**src/rtl/ps2_pkg.sv**
```systemverilog
// Shared definitions for the PS/2 scan-code receiver: scan-code set 2
// prefixes, the list of keyboard status bytes that carry no key event,
// the decoder state encoding and the frame bit-counter width.
package ps2_pkg;

   localparam logic [7:0] PS2_PREFIX_EXT = 8'hE0;
   localparam logic [7:0] PS2_PREFIX_BRK = 8'hF0;

   // Keyboard status/response bytes that must never become key events
   localparam int PS2_NUM_IGNORED = 6;
   localparam logic [PS2_NUM_IGNORED-1:0][7:0] PS2_IGNORED_CODES =
      {8'hAA, 8'hFA, 8'hFE, 8'hEE, 8'h00, 8'hFF};

   // Frame bit counter runs 0..10 (start, 8 data, parity, stop)
   localparam int PS2_BIT_CNT_W = 4;
   localparam logic [PS2_BIT_CNT_W-1:0] PS2_STOP_BIT_IDX = 4'd10;

   typedef enum logic [1:0] {
      DEC_IDLE    = 2'd0,
      DEC_EXT     = 2'd1,
      DEC_BRK     = 2'd2,
      DEC_EXT_BRK = 2'd3
   } ps2_dec_state_e;

   // True when the byte is a status/response code with no key meaning
   function automatic logic ps2_is_ignored(input logic [7:0] code);
      logic hit;
      hit = 1'b0;
      for (int i = 0; i < PS2_NUM_IGNORED; i++) begin
         if (code == PS2_IGNORED_CODES[i]) begin
            hit = 1'b1;
         end
      end
      return hit;
   endfunction

endpackage

```
**src/rtl/ps2_frame_receiver.sv**
```systemverilog
// PS/2 frame receiver: synchronises both lines, glitch-filters the keyboard
// clock, shifts in 11-bit frames on filtered falling edges, checks start,
// odd parity and stop, and aborts a frame when the clock stalls.
module ps2_frame_receiver
   import ps2_pkg::*;
#(
   parameter int CLK_HZ     = 50000000,
   parameter int FILTER_LEN = 8,
   parameter int TIMEOUT_US = 2000
) (
   input  logic       clk_i,
   input  logic       rst_ni,
   input  logic       ps2_clk_i,
   input  logic       ps2_dat_i,
   output logic       byte_valid_o,
   output logic [7:0] byte_data_o,
   output logic       frame_error_o,
   output logic       timeout_o
);

   localparam int TIMEOUT_CYCLES = (CLK_HZ / 1000000) * TIMEOUT_US;
   localparam int TO_W           = $clog2(TIMEOUT_CYCLES + 1);
   localparam logic [TO_W-1:0] TO_LAST = TO_W'(TIMEOUT_CYCLES - 1);
   localparam int FLT_W          = 5;
   localparam logic [FLT_W-1:0] FLT_LAST = FLT_W'(FILTER_LEN - 1);

   logic [1:0]               clk_sync_q;
   logic [1:0]               dat_sync_q;
   logic                     clk_s;
   logic                     dat_s;

   logic                     flt_val_q, flt_val_d;
   logic                     flt_prev_q;
   logic [FLT_W-1:0]         flt_cnt_q, flt_cnt_d;
   logic                     fall_edge;

   logic [PS2_BIT_CNT_W-1:0] bit_cnt_q, bit_cnt_d;
   logic [10:0]              shift_q, shift_d;
   logic                     done_q, done_d;
   logic [TO_W-1:0]          to_cnt_q, to_cnt_d;
   logic                     to_fire;
   logic                     frame_ok;

   logic                     byte_valid_q;
   logic [7:0]               byte_data_q;
   logic                     frame_error_q;
   logic                     timeout_q;

   assign clk_s = clk_sync_q[1];
   assign dat_s = dat_sync_q[1];

   // Two-flop synchronisers for the asynchronous keyboard lines (idle high)
   always_ff @(posedge clk_i or negedge rst_ni) begin
      if (!rst_ni) begin
         clk_sync_q <= 2'b11;
         dat_sync_q <= 2'b11;
      end else begin
         clk_sync_q <= {clk_sync_q[0], ps2_clk_i};
         dat_sync_q <= {dat_sync_q[0], ps2_dat_i};
      end
   end

   // Glitch filter: accept a new clock level after FILTER_LEN samples in a row
   always_comb begin
      flt_val_d = flt_val_q;
      flt_cnt_d = '0;
      if (clk_s != flt_val_q) begin
         if (flt_cnt_q == FLT_LAST) begin
            flt_val_d = clk_s;
         end else begin
            flt_cnt_d = flt_cnt_q + 1'b1;
         end
      end
   end

   // Filter state and previous filtered level for edge detection
   always_ff @(posedge clk_i or negedge rst_ni) begin
      if (!rst_ni) begin
         flt_val_q  <= 1'b1;
         flt_prev_q <= 1'b1;
         flt_cnt_q  <= '0;
      end else begin
         flt_val_q  <= flt_val_d;
         flt_prev_q <= flt_val_q;
         flt_cnt_q  <= flt_cnt_d;
      end
   end

   assign fall_edge = flt_prev_q & ~flt_val_q;

   // Bit counter, shift register and inter-edge timeout
   always_comb begin
      bit_cnt_d = bit_cnt_q;
      shift_d   = shift_q;
      done_d    = 1'b0;
      to_cnt_d  = to_cnt_q;
      to_fire   = 1'b0;
      if (fall_edge) begin
         to_cnt_d = '0;
         if (bit_cnt_q == '0) begin
            // A high start bit is line noise: stay waiting for a real start
            if (!dat_s) begin
               shift_d   = {dat_s, shift_q[10:1]};
               bit_cnt_d = PS2_BIT_CNT_W'(1);
            end
         end else begin
            shift_d = {dat_s, shift_q[10:1]};
            if (bit_cnt_q == PS2_STOP_BIT_IDX) begin
               bit_cnt_d = '0;
               done_d    = 1'b1;
            end else begin
               bit_cnt_d = bit_cnt_q + 1'b1;
            end
         end
      end else if (bit_cnt_q != '0) begin
         if (to_cnt_q == TO_LAST) begin
            to_cnt_d  = '0;
            bit_cnt_d = '0;
            to_fire   = 1'b1;
         end else begin
            to_cnt_d = to_cnt_q + 1'b1;
         end
      end
   end

   // Frame receiver state registers
   always_ff @(posedge clk_i or negedge rst_ni) begin
      if (!rst_ni) begin
         bit_cnt_q <= '0;
         shift_q   <= '0;
         done_q    <= 1'b0;
         to_cnt_q  <= '0;
      end else begin
         bit_cnt_q <= bit_cnt_d;
         shift_q   <= shift_d;
         done_q    <= done_d;
         to_cnt_q  <= to_cnt_d;
      end
   end

   // shift_q[0] = start, [8:1] = data LSB first, [9] = parity, [10] = stop
   assign frame_ok = ~shift_q[0] & (^shift_q[9:1]) & shift_q[10];

   // Frame verdict one cycle after the stop bit: good byte or error pulse
   always_ff @(posedge clk_i or negedge rst_ni) begin
      if (!rst_ni) begin
         byte_valid_q  <= 1'b0;
         byte_data_q   <= '0;
         frame_error_q <= 1'b0;
         timeout_q     <= 1'b0;
      end else begin
         byte_valid_q  <= done_q & frame_ok;
         frame_error_q <= (done_q & ~frame_ok) | to_fire;
         timeout_q     <= to_fire;
         if (done_q) begin
            byte_data_q <= shift_q[8:1];
         end
      end
   end

   assign byte_valid_o  = byte_valid_q;
   assign byte_data_o   = byte_data_q;
   assign frame_error_o = frame_error_q;
   assign timeout_o     = timeout_q;

endmodule

```
**src/rtl/ps2_scancode_receiver.sv**
```systemverilog
// PS/2 scan-code set 2 receiver: turns raw keyboard frames into one-cycle
// make/break events with the scan code and E0-extension flag.
// Optional macro PS2_TYPEMATIC_FILTER_EN suppresses typematic repeat makes
// of the key that is currently held down.
module ps2_scancode_receiver
   import ps2_pkg::*;
#(
   parameter int CLK_HZ     = 50000000,
   parameter int FILTER_LEN = 8,
   parameter int TIMEOUT_US = 2000
) (
   input  logic       CLK,
   input  logic       RESET_N,
   input  logic       PS2_CLK,
   input  logic       PS2_DAT,
   output logic       KEY_MAKE,
   output logic       KEY_BREAK,
   output logic [7:0] KEY_DATA,
   output logic       KEY_EXTENDED,
   output logic       FRAME_ERROR
);

   logic           byte_valid;
   logic [7:0]     byte_data;
   logic           frame_error;
   logic           rx_timeout;

   logic           is_ext;
   logic           is_brk;
   logic           is_ign;
   logic           emit_make;
   logic           emit_break;
   logic           emit_ext;
   logic           repeat_hit;
   logic           make_fire;

   ps2_dec_state_e state_q;
   logic           key_make_q;
   logic           key_break_q;
   logic [7:0]     key_data_q;
   logic           key_ext_q;

   ps2_frame_receiver #(
      .CLK_HZ     (CLK_HZ),
      .FILTER_LEN (FILTER_LEN),
      .TIMEOUT_US (TIMEOUT_US)
   ) u_frame_rx (
      .clk_i         (CLK),
      .rst_ni        (RESET_N),
      .ps2_clk_i     (PS2_CLK),
      .ps2_dat_i     (PS2_DAT),
      .byte_valid_o  (byte_valid),
      .byte_data_o   (byte_data),
      .frame_error_o (frame_error),
      .timeout_o     (rx_timeout)
   );

   assign is_ext = (byte_data == PS2_PREFIX_EXT);
   assign is_brk = (byte_data == PS2_PREFIX_BRK);
   assign is_ign = ps2_is_ignored(byte_data);

   // Classify a received non-prefix byte as make/break given the prefix state
   always_comb begin
      emit_make  = 1'b0;
      emit_break = 1'b0;
      emit_ext   = 1'b0;
      if (byte_valid && !is_ext && !is_brk) begin
         case (state_q)
            DEC_IDLE: begin
               emit_make = ~is_ign;
            end
            DEC_EXT: begin
               emit_make = 1'b1;
               emit_ext  = 1'b1;
            end
            DEC_BRK: begin
               emit_break = 1'b1;
            end
            DEC_EXT_BRK: begin
               emit_break = 1'b1;
               emit_ext   = 1'b1;
            end
            default: begin
               emit_make = 1'b0;
            end
         endcase
      end
   end

`ifdef PS2_TYPEMATIC_FILTER_EN
   logic       tm_valid_q;
   logic       tm_ext_q;
   logic [7:0] tm_code_q;

   assign repeat_hit = tm_valid_q && (tm_ext_q == emit_ext) && (tm_code_q == byte_data);

   // Held-key tracker: remembers the last make until its break or an error
   always_ff @(posedge CLK or negedge RESET_N) begin
      if (!RESET_N) begin
         tm_valid_q <= 1'b0;
         tm_ext_q   <= 1'b0;
         tm_code_q  <= '0;
      end else if (frame_error) begin
         tm_valid_q <= 1'b0;
      end else if (make_fire) begin
         tm_valid_q <= 1'b1;
         tm_ext_q   <= emit_ext;
         tm_code_q  <= byte_data;
      end else if (emit_break && repeat_hit) begin
         tm_valid_q <= 1'b0;
      end
   end
`else
   assign repeat_hit = 1'b0;
`endif

   assign make_fire = emit_make & ~repeat_hit;

   // Prefix-decoding FSM with registered event outputs
   always_ff @(posedge CLK or negedge RESET_N) begin
      if (!RESET_N) begin
         state_q     <= DEC_IDLE;
         key_make_q  <= 1'b0;
         key_break_q <= 1'b0;
         key_data_q  <= '0;
         key_ext_q   <= 1'b0;
      end else begin
         key_make_q  <= make_fire;
         key_break_q <= emit_break;
         if (make_fire || emit_break) begin
            key_data_q <= byte_data;
            key_ext_q  <= emit_ext;
         end
         if (rx_timeout) begin
            state_q <= DEC_IDLE;
         end else if (byte_valid) begin
            case (state_q)
               DEC_IDLE: begin
                  if (is_ext)      state_q <= DEC_EXT;
                  else if (is_brk) state_q <= DEC_BRK;
                  else             state_q <= DEC_IDLE;
               end
               DEC_EXT: begin
                  if (is_ext)      state_q <= DEC_EXT;
                  else if (is_brk) state_q <= DEC_EXT_BRK;
                  else             state_q <= DEC_IDLE;
               end
               DEC_BRK: begin
                  if (is_ext)      state_q <= DEC_EXT;
                  else if (is_brk) state_q <= DEC_BRK;
                  else             state_q <= DEC_IDLE;
               end
               DEC_EXT_BRK: begin
                  if (is_ext)      state_q <= DEC_EXT;
                  else if (is_brk) state_q <= DEC_EXT_BRK;
                  else             state_q <= DEC_IDLE;
               end
               default: begin
                  state_q <= DEC_IDLE;
               end
            endcase
         end
      end
   end

   assign KEY_MAKE     = key_make_q;
   assign KEY_BREAK    = key_break_q;
   assign KEY_DATA     = key_data_q;
   assign KEY_EXTENDED = key_ext_q;
   assign FRAME_ERROR  = frame_error;

endmodule
```
**config.mk**
```make
export PLATFORM = sky130hd
export DESIGN_NAME = ps2_scancode_receiver
export DESIGN_NICKNAME = d
export VERILOG_FILES = /design/src/rtl/ps2_pkg.sv /design/src/rtl/ps2_frame_receiver.sv /design/src/rtl/ps2_scancode_receiver.sv
export SDC_FILE = /design/constraint.sdc
export NUM_CORES = 1
export LEC_CHECK = 0
export BUFFER_PORTS_ARGS = -buffer_cell sky130_fd_sc_hd__clkbuf_2
export CORE_ASPECT_RATIO = 1.4
export CORE_MARGIN = 2
export CORE_UTILIZATION = 45
export CTS_CLUSTER_DIAMETER = 60
export DETAILED_ROUTE_END_ITERATION = 7
export GPL_ROUTABILITY_DRIVEN = 0
export PLACE_DENSITY = 0.68
export SYNTH_ARGS = -nofsm -noshare
export SYNTH_HDL_FRONTEND = slang
export SYNTH_SLANG_ARGS = --single-unit
export TNS_END_PERCENT = 30
```
**constraint.sdc**
```tcl
create_clock -name CLK -period 3.5 [get_ports CLK]
set_input_delay 0.35 -clock CLK [delete_from_list [all_inputs] [get_ports CLK]]
set_output_delay 0.35 -clock CLK [all_outputs]
set_load 0.05 [all_outputs]
```
==> impl_metrics.json, run 1 <==
{
  "clock_tree.root_cell": "clkbuf_8",
  "core_um2": 6890,
  "drive_gt1_share_pct": 24.1,
  "area_delta_synth_final_pct": 11.7,
  "crit_arrival_ns": 2.49,
  "ant_nets": 0,
  "clock_skew_ns": 0.0120,
  "std_cell_rows": 36,
  "hpwl_mm": 4.03,
  "peakVddDrop_uv": 302,
  "routedWlPerCell_um": 14.1,
  "grt_pass1_vias": 2184,
  "slew_violations": 0,
  "setup_viol": 0,
  "status": "finished clean",
  "seq_area_frac_synth_pct": 54.1,
  "worst_slack_ns": 1.24,
  "synth_cell_types": 49,
  "worstPathRequired_ns": 3.73,
  "drt_iter0_markers": 120,
  "final_cell_mix": "dfrtp_1, nor2_1, mux2_2",
  "clk_pin_slew_ns": 0.08,
  "startpoint_type": "flop",
  "cts_sinks": 68,
  "hold_violations": 0,
  "diodes": 0,
  "worstSetupEndpointType": "flop",
  "period_minus_slack_ns": 2.26,
  "crit_path_max_fanout": 16,
  "powerDensity_nw_per_um2": 577,
  "cts_tree": "done",
  "synth_area_leaders": "dfrtp_1, mux2_2, dfstp_2",
  "critPathKind": "reg2reg",
  "syn_nets": 293,
  "yosys_warnings": 0,
  "cts_resized": 0,
  "overflow": 0,
  "clk_latency_ns": 0.34,
  "synthFlopType": "dfrtp_1",
  "grt_start_max_net_pins": 30,
  "io_pins": 16,
  "hp-class": "in2async",
  "fp.dieH_um": 103,
  "clock_path_buffers": 2,
  "max_freq_mhz": 442,
  "cts_buffers": 9,
  "layout_commonest_cell": "dfrtp_1",
  "port-buffer-count": 15,
  "die-area_um2": 7710,
  "worst-slew-pin-transition_ns": 0.659,
  "synth_top_area_share_pct": 49.1,
  "chipWidth_um": 74.8,
  "pre_cts_ws_ns": 1.24,
  "syn_area_um2": 3160,
  "avgViaCountPerCell": 5.50,
  "finalCritPeriodShare_pct": 64.7,
  "drtPass1Iterations": 5,
  "regArea_um2": 1710,
  "routed_wl_mm": 5.74,
  "holdBufCountCts": 0,
  "synth_edf_count": 0,
  "vias": 2234,
  "synth_cells": 284,
  "initial_core_util_pct": 45.8,
  "antenna_found_initial": 0,
  "drc": 0,
  "yosys.area.top_type": "dfrtp_1",
  "ys_seq_elements": 68,
  "postSynthAreaPerCell_um2": 11.1,
  "fillers": 620,
  "postCtsSetupBuffers": 0,
  "timing.hold.ws_ns": 0.0449,
  "rsz0062_at_grt": "false",
  "nets": 315,
  "leakage_nw": 1.65,
  "h-tree-depth": 3,
  "grt_pass1_wl_mm": 10.0,
  "grt.total_usage_pct": 17.2,
  "tns_ns": 0,
  "fin_area_um2": 3530,
  "dpl_cell_area_um2": 3340,
  "synthArstFlopShare_pct": 100,
  "fin_util_pct": 51.2,
  "drv_cap": 0,
  "multi_input_area_um2": 1370,
  "maxSlewHeadroom_pct": 56.1
}
## cells by family (layout without fill, tap and decap cells)
logic type | count (synthesis) | count (layout) | synth area share, %
DFF | 68 | 68 | 54.1
AOI/OAI and AO/OA | 54 | 54 | 10.7
adders and majority gates | 5 | 5 | 1.98
and+or+nand+nor | 101 | 101 | 17.2
muxes | 27 | 27 | 9.59
xor gates and xnor gates | 13 | 13 | 4.04
buffers and inverters | 16 | 43 | 2.42
## stage by stage
step	instances	power, mW
floorplan	284	1.31
global placement	390	1.43
detailed placement	390	1.44
CTS	406	2.06
global route	406	2.17
finish	406	2.03
## layer usage
| metal | wire (um) | part of all wire, % | GRT usage, % |
|---|---|---|---|
| met3 | 156 | 2.7 | 3.91 |
| met2 | 3040 | 53 | 29.3 |
| met5 | 0 | 0 | 0 |
| met4 | 106 | 1.8 | 7.69 |
| met1 | 2440 | 42 | 20.5 |
## worst max-delay path: stages, from the launching register on
cell and delay [ns]:
dfrtp_1 0.43, or4_4 0.57, nor4_4 0.48, buf_4 0.30, nor4_1 0.11, o221a_2 0.27
## worst paths after layout
kind,slack (ns),endpoint,start,cells after the start
min in group CLK,0.09,u_frame_rx.clk_sync_q[0]$_DFF_PN1_,PS2_CLK,1
max in group asynchronous,2.68,u_frame_rx.shift_q[5]$_DFFE_PN0P_,RESET_N,2
worst min-delay path,0.04,u_frame_rx.flt_cnt_q[4]$_DFF_PN0_,RESET_N,1
worst max-delay path,1.24,u_frame_rx.to_cnt_q[9]$_DFFE_PN0P_,u_frame_rx.to_cnt_q[12]$_DFFE_PN0P_,5
worst min register to register,0.36,u_frame_rx.dat_sync_q[1]$_DFF_PN1_,u_frame_rx.dat_sync_q[0]$_DFF_PN1_,0
worst max register to register,1.24,u_frame_rx.to_cnt_q[9]$_DFFE_PN0P_,u_frame_rx.to_cnt_q[12]$_DFFE_PN0P_,5
## synthesized netlist by cell type (2+ instances only)
cell,count
a21o_1,3
a21oi_1,20
a31oi_1,4
and3_1,3
buf_6,2
clkbuf_1,7
dfrtp_1,62
dfstp_2,6
ha_1,5
inv_1,6
mux2_2,26
nand2_1,17
nand2b_1,4
nand3_1,10
nand3b_1,3
nand4_1,6
nor2_1,26
nor2b_1,4
nor3_1,8
nor4_1,5
o211a_1,2
o21ai_0,11
o21ai_1,2
o22ai_1,2
or3_1,4
or3b_2,2
or4_1,2
xnor2_1,7
xor2_1,5
## area by class of cell
cell class | instances | area share, %
Clock inverter | 5 | 1.53
Sequential cell | 68 | 48.5
Tap cell | 95 | 3.37
Multi-Input combinational cell | 200 | 38.9
Clock buffer | 11 | 3.72
Inverter | 6 | 0.639
Timing Repair Buffer | 21 | 3.41
## state kept, by name (all words and copies together) (netlist names), 2 cells and up
| signal | cells |
|---|---|
| u_frame_rx.clk_sync_q | 2 |
| u_frame_rx.flt_cnt_q | 5 |
| u_frame_rx.byte_data_o | 8 |
| u_frame_rx.bit_cnt_q | 4 |
| u_frame_rx.shift_q | 11 |
| KEY_DATA | 8 |
| u_frame_rx.to_cnt_q | 17 |
| state_q | 2 |
| u_frame_rx.dat_sync_q | 2 |
## power breakdown
group	internal (mW)	leakage (nW)	switching, mW
Clock	0.327	0.0971	0.283
Combinational	0.188	0.630	0.286
Sequential	0.871	0.918	0.0791
(Power assumes the default switching activity.)
==> inputs of run 2 (changes only) <==
Settings changed: ABC_AREA set to 1, PLACE_DENSITY 0.68 to 0.67.
Clock period 3.5 ns to 2.25 ns, I/O delays scaled along.
==> impl_metrics.json, run 2 <==
{
  "synth_edf_count": 0,
  "antenna_found_initial": 0,
  "diodes": 0,
  "hpwl_mm": 4.92,
  "drc": 0,
  "vias": 2778,
  "cts_sinks": 68,
  "postSynthAreaPerCell_um2": 8.18,
  "h-tree-depth": 3,
  "setup_viol": 0,
  "synth_cells": 422,
  "die-area_um2": 8400,
  "finalCritPeriodShare_pct": 76.3,
  "largestRegisters": "u_frame_rx.to_cnt_q x17, u_frame_rx.shift_q x11",
  "overflow": 0,
  "std_cell_rows": 37,
  "clock_path_buffers": 2,
  "synthArstFlopShare_pct": 100,
  "rsz0062_at_grt": "false",
  "hp-class": "reg2reg",
  "clk_latency_ns": 0.35,
  "yosys_warnings": 0,
  "slew_violations": 0,
  "final_cells": 548,
  "cts_resized": 0,
  "period_minus_slack_ns": 1.72,
  "worst_slack_ns": 0.533,
  "synth_commonest_cells": "nand2_1, dfrtp_1, inv_1, nor2_1, nand4_1",
  "p_seq_share_pct": 43.9,
  "syn_area_um2": 3450,
  "crit_arrival_ns": 1.94,
  "fin_util_pct": 52.7,
  "swShare_pct": 29.8,
  "syn_nets": 431,
  "max_flop_register": "u_frame_rx.to_cnt_q",
  "fillers": 707,
  "grt_start_max_net_pins": 69,
  "synth_most_common_cell": "nand2_1",
  "fp.dieH_um": 108,
  "cts_tree": "done",
  "chipWidth_um": 78.0,
  "io_pins": 16,
  "finalPower_mw": 3.19,
  "synth_area_leaders": "dfrtp_1, nand2_1, dfstp_2",
  "post-place-cells": 529,
  "area_delta_synth_final_pct": 13.2,
  "critPathKind": "reg2reg",
  "nets": 455,
  "startpoint_type": "flop",
  "fin_area_um2": 3910,
  "ys_seq_elements": 68,
  "path_buf_inv": 1,
  "r2r_slack_ns": 0.53,
  "grt_pass1_vias": 2727,
  "timing.hold.ws_ns": 0.359,
  "slowest_stage": "dfrtp_1",
  "drv_cap": 0,
  "crit_path_max_fanout": 5,
  "hold_violations": 0,
  "p_sw_mw": 0.950,
  "powerDensity_nw_per_um2": 816,
  "clock_tree.root_cell": "clkbuf_8",
  "synth_top_area_share_pct": 44.9,
  "status": "finished clean",
  "crit_family": "simple AND/OR/NAND/NOR gates",
  "maxSlewHeadroom_pct": 69.6,
  "worstSetupEndpointType": "flop",
  "cts_buffers": 9,
  "grt.total_usage_pct": 17.7,
  "clockPowerShare_pct": 38.8,
  "routedWlPerCell_um": 12.3,
  "drtPass1Iterations": 4,
  "port-buffer-count": 15,
  "routed_wl_mm": 6.76,
  "pre_cts_ws_ns": 0.535,
  "yosys.area.top_type": "dfrtp_1",
  "worstPathRequired_ns": 2.47,
  "path_cells": "ha_1, nand2_2, inv_1, nand2_1, nor2_1, nand3_1, nand2_1, nand2_1, o21ai_0, nor2_1",
  "crit_top_cell": "nand2_1",
  "cpPeakStageDelay_ns": 0.39,
  "clock_skew_ns": 0.0172,
  "synth_cell_types": 42,
  "avgViaCountPerCell": 5.07,
  "p_int_mw": 2.24,
  "drt_iter0_markers": 130,
  "leakage_nw": 2.00,
  "tns_ns": 0,
  "clk_pin_slew_ns": 0.08,
  "ant_nets": 0,
  "layout_commonest_cell": "nand2_1",
  "initial_core_util_pct": 46.6,
  "peakVddDrop_uv": 396,
  "dpl_cell_area_um2": 3630,
  "core_um2": 7410,
  "drive_gt1_share_pct": 16.6,
  "largest_reg_flops": 17,
  "final_cell_mix": "nand2_1, dfrtp_1, inv_1, nor2_1, nand4_1",
  "p_comb_share_pct": 17.3,
  "grt_pass1_wl_mm": 11.7,
  "worst-slew-pin-transition_ns": 0.455,
  "seq_area_frac_synth_pct": 49.5,
  "synthFlopType": "dfrtp_1",
  "max_freq_mhz": 582
}
==> run 2: final timing paths <==
check / depth (start not counted) / to / from
setup / recovery: 10 / u_frame_rx.to_cnt_q[5]$_DFFE_PN0P_ / u_frame_rx.to_cnt_q[0]$_DFFE_PN0P_
hold / removal: 0 / u_frame_rx.dat_sync_q[1]$_DFF_PN1_ / u_frame_rx.dat_sync_q[0]$_DFF_PN1_
setup reg to reg: 10 / u_frame_rx.to_cnt_q[5]$_DFFE_PN0P_ / u_frame_rx.to_cnt_q[0]$_DFFE_PN0P_
hold reg to reg: 0 / u_frame_rx.dat_sync_q[1]$_DFF_PN1_ / u_frame_rx.dat_sync_q[0]$_DFF_PN1_
max in group asynchronous: 3 / u_frame_rx.dat_sync_q[0]$_DFF_PN1_ / RESET_N
min in group asynchronous: 3 / u_frame_rx.to_cnt_q[3]$_DFFE_PN0P_ / RESET_N
==> run 2: final cells by class <==
| type | instances | area, um^2 | share of cell area (%) |
|---|---|---|---|
| Sequential cell | 68 | 1710 | 43.8 |
| Multi-Input combinational cell | 291 | 1490 | 38.0 |
| Timing Repair Buffer | 20 | 133 | 3.40 |
| Clock buffer | 9 | 124 | 3.17 |
| Inverter | 56 | 213 | 5.45 |
| Tap cell | 97 | 121 | 3.11 |
| Clock inverter | 7 | 121 | 3.11 |
==> run 2: layer usage <==
metal	GRT usage, %	wire (um)
met5	0	0
met4	11.0	250
met3	3.36	153
met2	31.3	3500
met1	19.3	2860
==> run 2: cells by family (layout without fill, tap and decap cells) <==
group / after synthesis / in the layout / share of synthesized area (%)
adders and majority gates: 5 / 5 / 1.81
muxes: 1 / 1 / 0.290
buffers and inverters: 63 / 92 / 7.47
and+or+nand+nor: 234 / 234 / 32.3
xor gates and xnor gates: 5 / 5 / 1.27
DFF: 68 / 68 / 49.5
AOI/OAI and AO/OA: 46 / 46 / 7.39
==> run 2: repair_timing <==
item / in CTS / in global routing
hold buffers: 3 / 0
endpoints found under the hold margin: 64 / 0
buffers inserted: 0 / 0
==> run 2: worst register-to-register path, stage by stage, from the launching register on <==
cell	delay (ns)
dfrtp_1	0.39
ha_1	0.22
nand2_2	0.12
inv_1	0.09
nand2_1	0.05
nor2_1	0.11
nand3_1	0.15
nand2_1	0.12
nand2_1	0.14
o21ai_0	0.13
nor2_1	0.07
==> run 2: power groups by stage <==
stage	Combinational, mW	Clock (mW)	Sequential [mW]
detailed placement	0.551	0	1.42
CTS	0.557	1.28	1.40
floorplan	0.438	0	1.41
finish	0.551	1.24	1.40
global route	0.628	1.32	1.41
global placement	0.542	0	1.42
==> inputs of run 3 (changes only) <==
Clock period 2.25 ns to 1.6 ns, I/O delays scaled along.
==> impl_metrics.json, run 3 (same netlist as run 2, synthesis figures left out) <==
{
  "path_cells": "nand2_4, nor3_2, nand2_2, nor2_4, nor2_1, o21a_1",
  "clock_path_buffers": 2,
  "drv_cap": 0,
  "pre_cts_ws_ns": 0.00341,
  "grt_pass1_vias": 2744,
  "cts_buffers": 9,
  "cpPeakStageDelay_ns": 0.48,
  "largest_reg_flops": 17,
  "routedWlPerCell_um": 12.0,
  "h-tree-depth": 3,
  "drt_iter0_markers": 130,
  "ant_nets": 0,
  "port-buffer-count": 15,
  "layout_commonest_cell": "nand2_1",
  "reg2regPathDepth": 6,
  "status": "finished clean",
  "startpoint_type": "flop",
  "finalPower_mw": 4.56,
  "slew_violations": 0,
  "final_cell_mix": "nand2_1, dfrtp_1, inv_1",
  "die-area_um2": 8400,
  "worstPathRequired_ns": 1.83,
  "max_flop_register": "u_frame_rx.to_cnt_q",
  "cts_sinks": 68,
  "post-place-cells": 537,
  "critPathKind": "reg2reg",
  "peakVddDrop_uv": 717,
  "regArea_um2": 1710,
  "worst_slack_ns": 0.0709,
  "crit_path_max_fanout": 6,
  "tns_ns": 0,
  "r2r_slack_ns": 0.07,
  "worst-slew-pin-transition_ns": 0.401,
  "drtPass1Iterations": 4,
  "grt_pass1_wl_mm": 11.8,
  "diodes": 0,
  "clk_latency_ns": 0.34,
  "std_cell_rows": 37,
  "rr_startpoint": "u_frame_rx.to_cnt_q[3]$_DFFE_PN0P_",
  "clk_pin_slew_ns": 0.07,
  "io_pins": 16,
  "slowest_stage": "dfrtp_1",
  "final_cells": 557,
  "core_um2": 7410,
  "vias": 2814,
  "timing.hold.ws_ns": 0.357,
  "initial_core_util_pct": 46.6,
  "maxSlewHeadroom_pct": 73.1,
  "leakage_nw": 2.06,
  "rr_endpoint": "u_frame_rx.to_cnt_q[9]$_DFFE_PN0P_",
  "largestRegisters": "u_frame_rx.to_cnt_q x17, u_frame_rx.shift_q x11",
  "routed_wl_mm": 6.70,
  "worstSetupEndpointType": "flop",
  "clock_skew_ns": 0.0107,
  "overflow": 0,
  "drive_gt1_share_pct": 21.3,
  "rsz0062_at_grt": "true",
  "fillers": 688,
  "hpwl_mm": 4.81,
  "clock_tree.root_cell": "clkbuf_8",
  "hold_violations": 0,
  "max_freq_mhz": 654,
  "area_delta_synth_final_pct": 17.8,
  "finalCritPeriodShare_pct": 95.6,
  "nets": 464,
  "path_buf_inv": 0,
  "crit_family": "simple AND/OR/NAND/NOR gates",
  "drc": 0,
  "multi_input_area_um2": 1570,
  "avgViaCountPerCell": 5.05,
  "crit_arrival_ns": 1.76,
  "grt_start_max_net_pins": 69,
  "period_minus_slack_ns": 1.53,
  "grt.total_usage_pct": 17.8,
  "powerDensity_nw_per_um2": 1120,
  "antenna_found_initial": 0,
  "hp-class": "in2async",
  "fp.dieH_um": 108,
  "setup_viol": 0,
  "chipWidth_um": 78.0,
  "cts_tree": "done"
}
run 3: repair_timing:
action                                  in CTS  in global routing
endpoints found under the setup margin       0                 33
buffers inserted                             0                  1
resized for setup                            0                 23
hold buffers                                 3                  0
endpoints found under the hold margin       64                  0
run 3: how the worst max path moves through the flow:
stage / cells after the start / from / endpoint / slack, ns
2_1_floorplan: 9 / u_frame_rx.bit_cnt_q[0]$_DFFE_PN0P_ / u_frame_rx.to_cnt_q[6]$_DFFE_PN0P_ / 0.14
3_3_place_gp: 8 / u_frame_rx.flt_prev_q$_DFF_PN1_ / u_frame_rx.shift_q[3]$_DFFE_PN0P_ / 0.1
3_5_place_dp: 10 / u_frame_rx.to_cnt_q[1]$_DFFE_PN0P_ / u_frame_rx.to_cnt_q[7]$_DFFE_PN0P_ / 0.003
4_1_cts: 10 / u_frame_rx.to_cnt_q[1]$_DFFE_PN0P_ / u_frame_rx.to_cnt_q[7]$_DFFE_PN0P_ / 0.01
5_1_grt: 8 / u_frame_rx.bit_cnt_q[1]$_DFFE_PN0P_ / u_frame_rx.to_cnt_q[6]$_DFFE_PN0P_ / -0.03
6_report: 6 / u_frame_rx.to_cnt_q[3]$_DFFE_PN0P_ / u_frame_rx.to_cnt_q[9]$_DFFE_PN0P_ / 0.07
run 3: worst min-delay path, delay by kind of cell:
family	cells	cell delay, ns
buffers and inverters	3	0.94
run 3: area by class of cell:
| type | count | share of cell area [%] |
|---|---|---|
| clock inverter | 6 | 2.74 |
| clock buffer | 10 | 3.14 |
| multi-input combinational | 291 | 38.6 |
| inverter | 56 | 5.29 |
| tap | 97 | 2.98 |
| sequential | 68 | 42.0 |
| timing repair buffer | 29 | 5.23 |
run 3: routing by layer:
metal | GRT usage [%] | vias up | routed length [um] | part of all wire (%)
li1 | - | 1431 | - | -
met1 | 19.8 | 1301 | 2710 | 40
met2 | 30.8 | 63 | 3540 | 53
met3 | 4.70 | 19 | 215 | 3.2
met4 | 9.52 | 0 | 232 | 3.5
met5 | 0 | - | 0 | 0
run 3: power breakdown:
| group | internal [mW] | total, mW | leakage, nW | switching [mW] |
|---|---|---|---|---|
| sequential | 1.87 | 1.97 | 0.921 | 0.102 |
| clock | 1.04 | 1.68 | 0.117 | 0.644 |
| combinational | 0.334 | 0.913 | 1.02 | 0.579 |
| total | 3.24 | 4.56 | 2.06 | 1.32 |
run 3: through the flow:
step / area [um^2] / utilization [%]
2_1_floorplan: 3450 / -
3_3_place_gp: 3700 / 50.0
3_5_place_dp: 3700 / 50.0
4_1_cts: 3970 / 53.6
5_1_grt: 4070 / 54.9
6_report: 4070 / 54.9
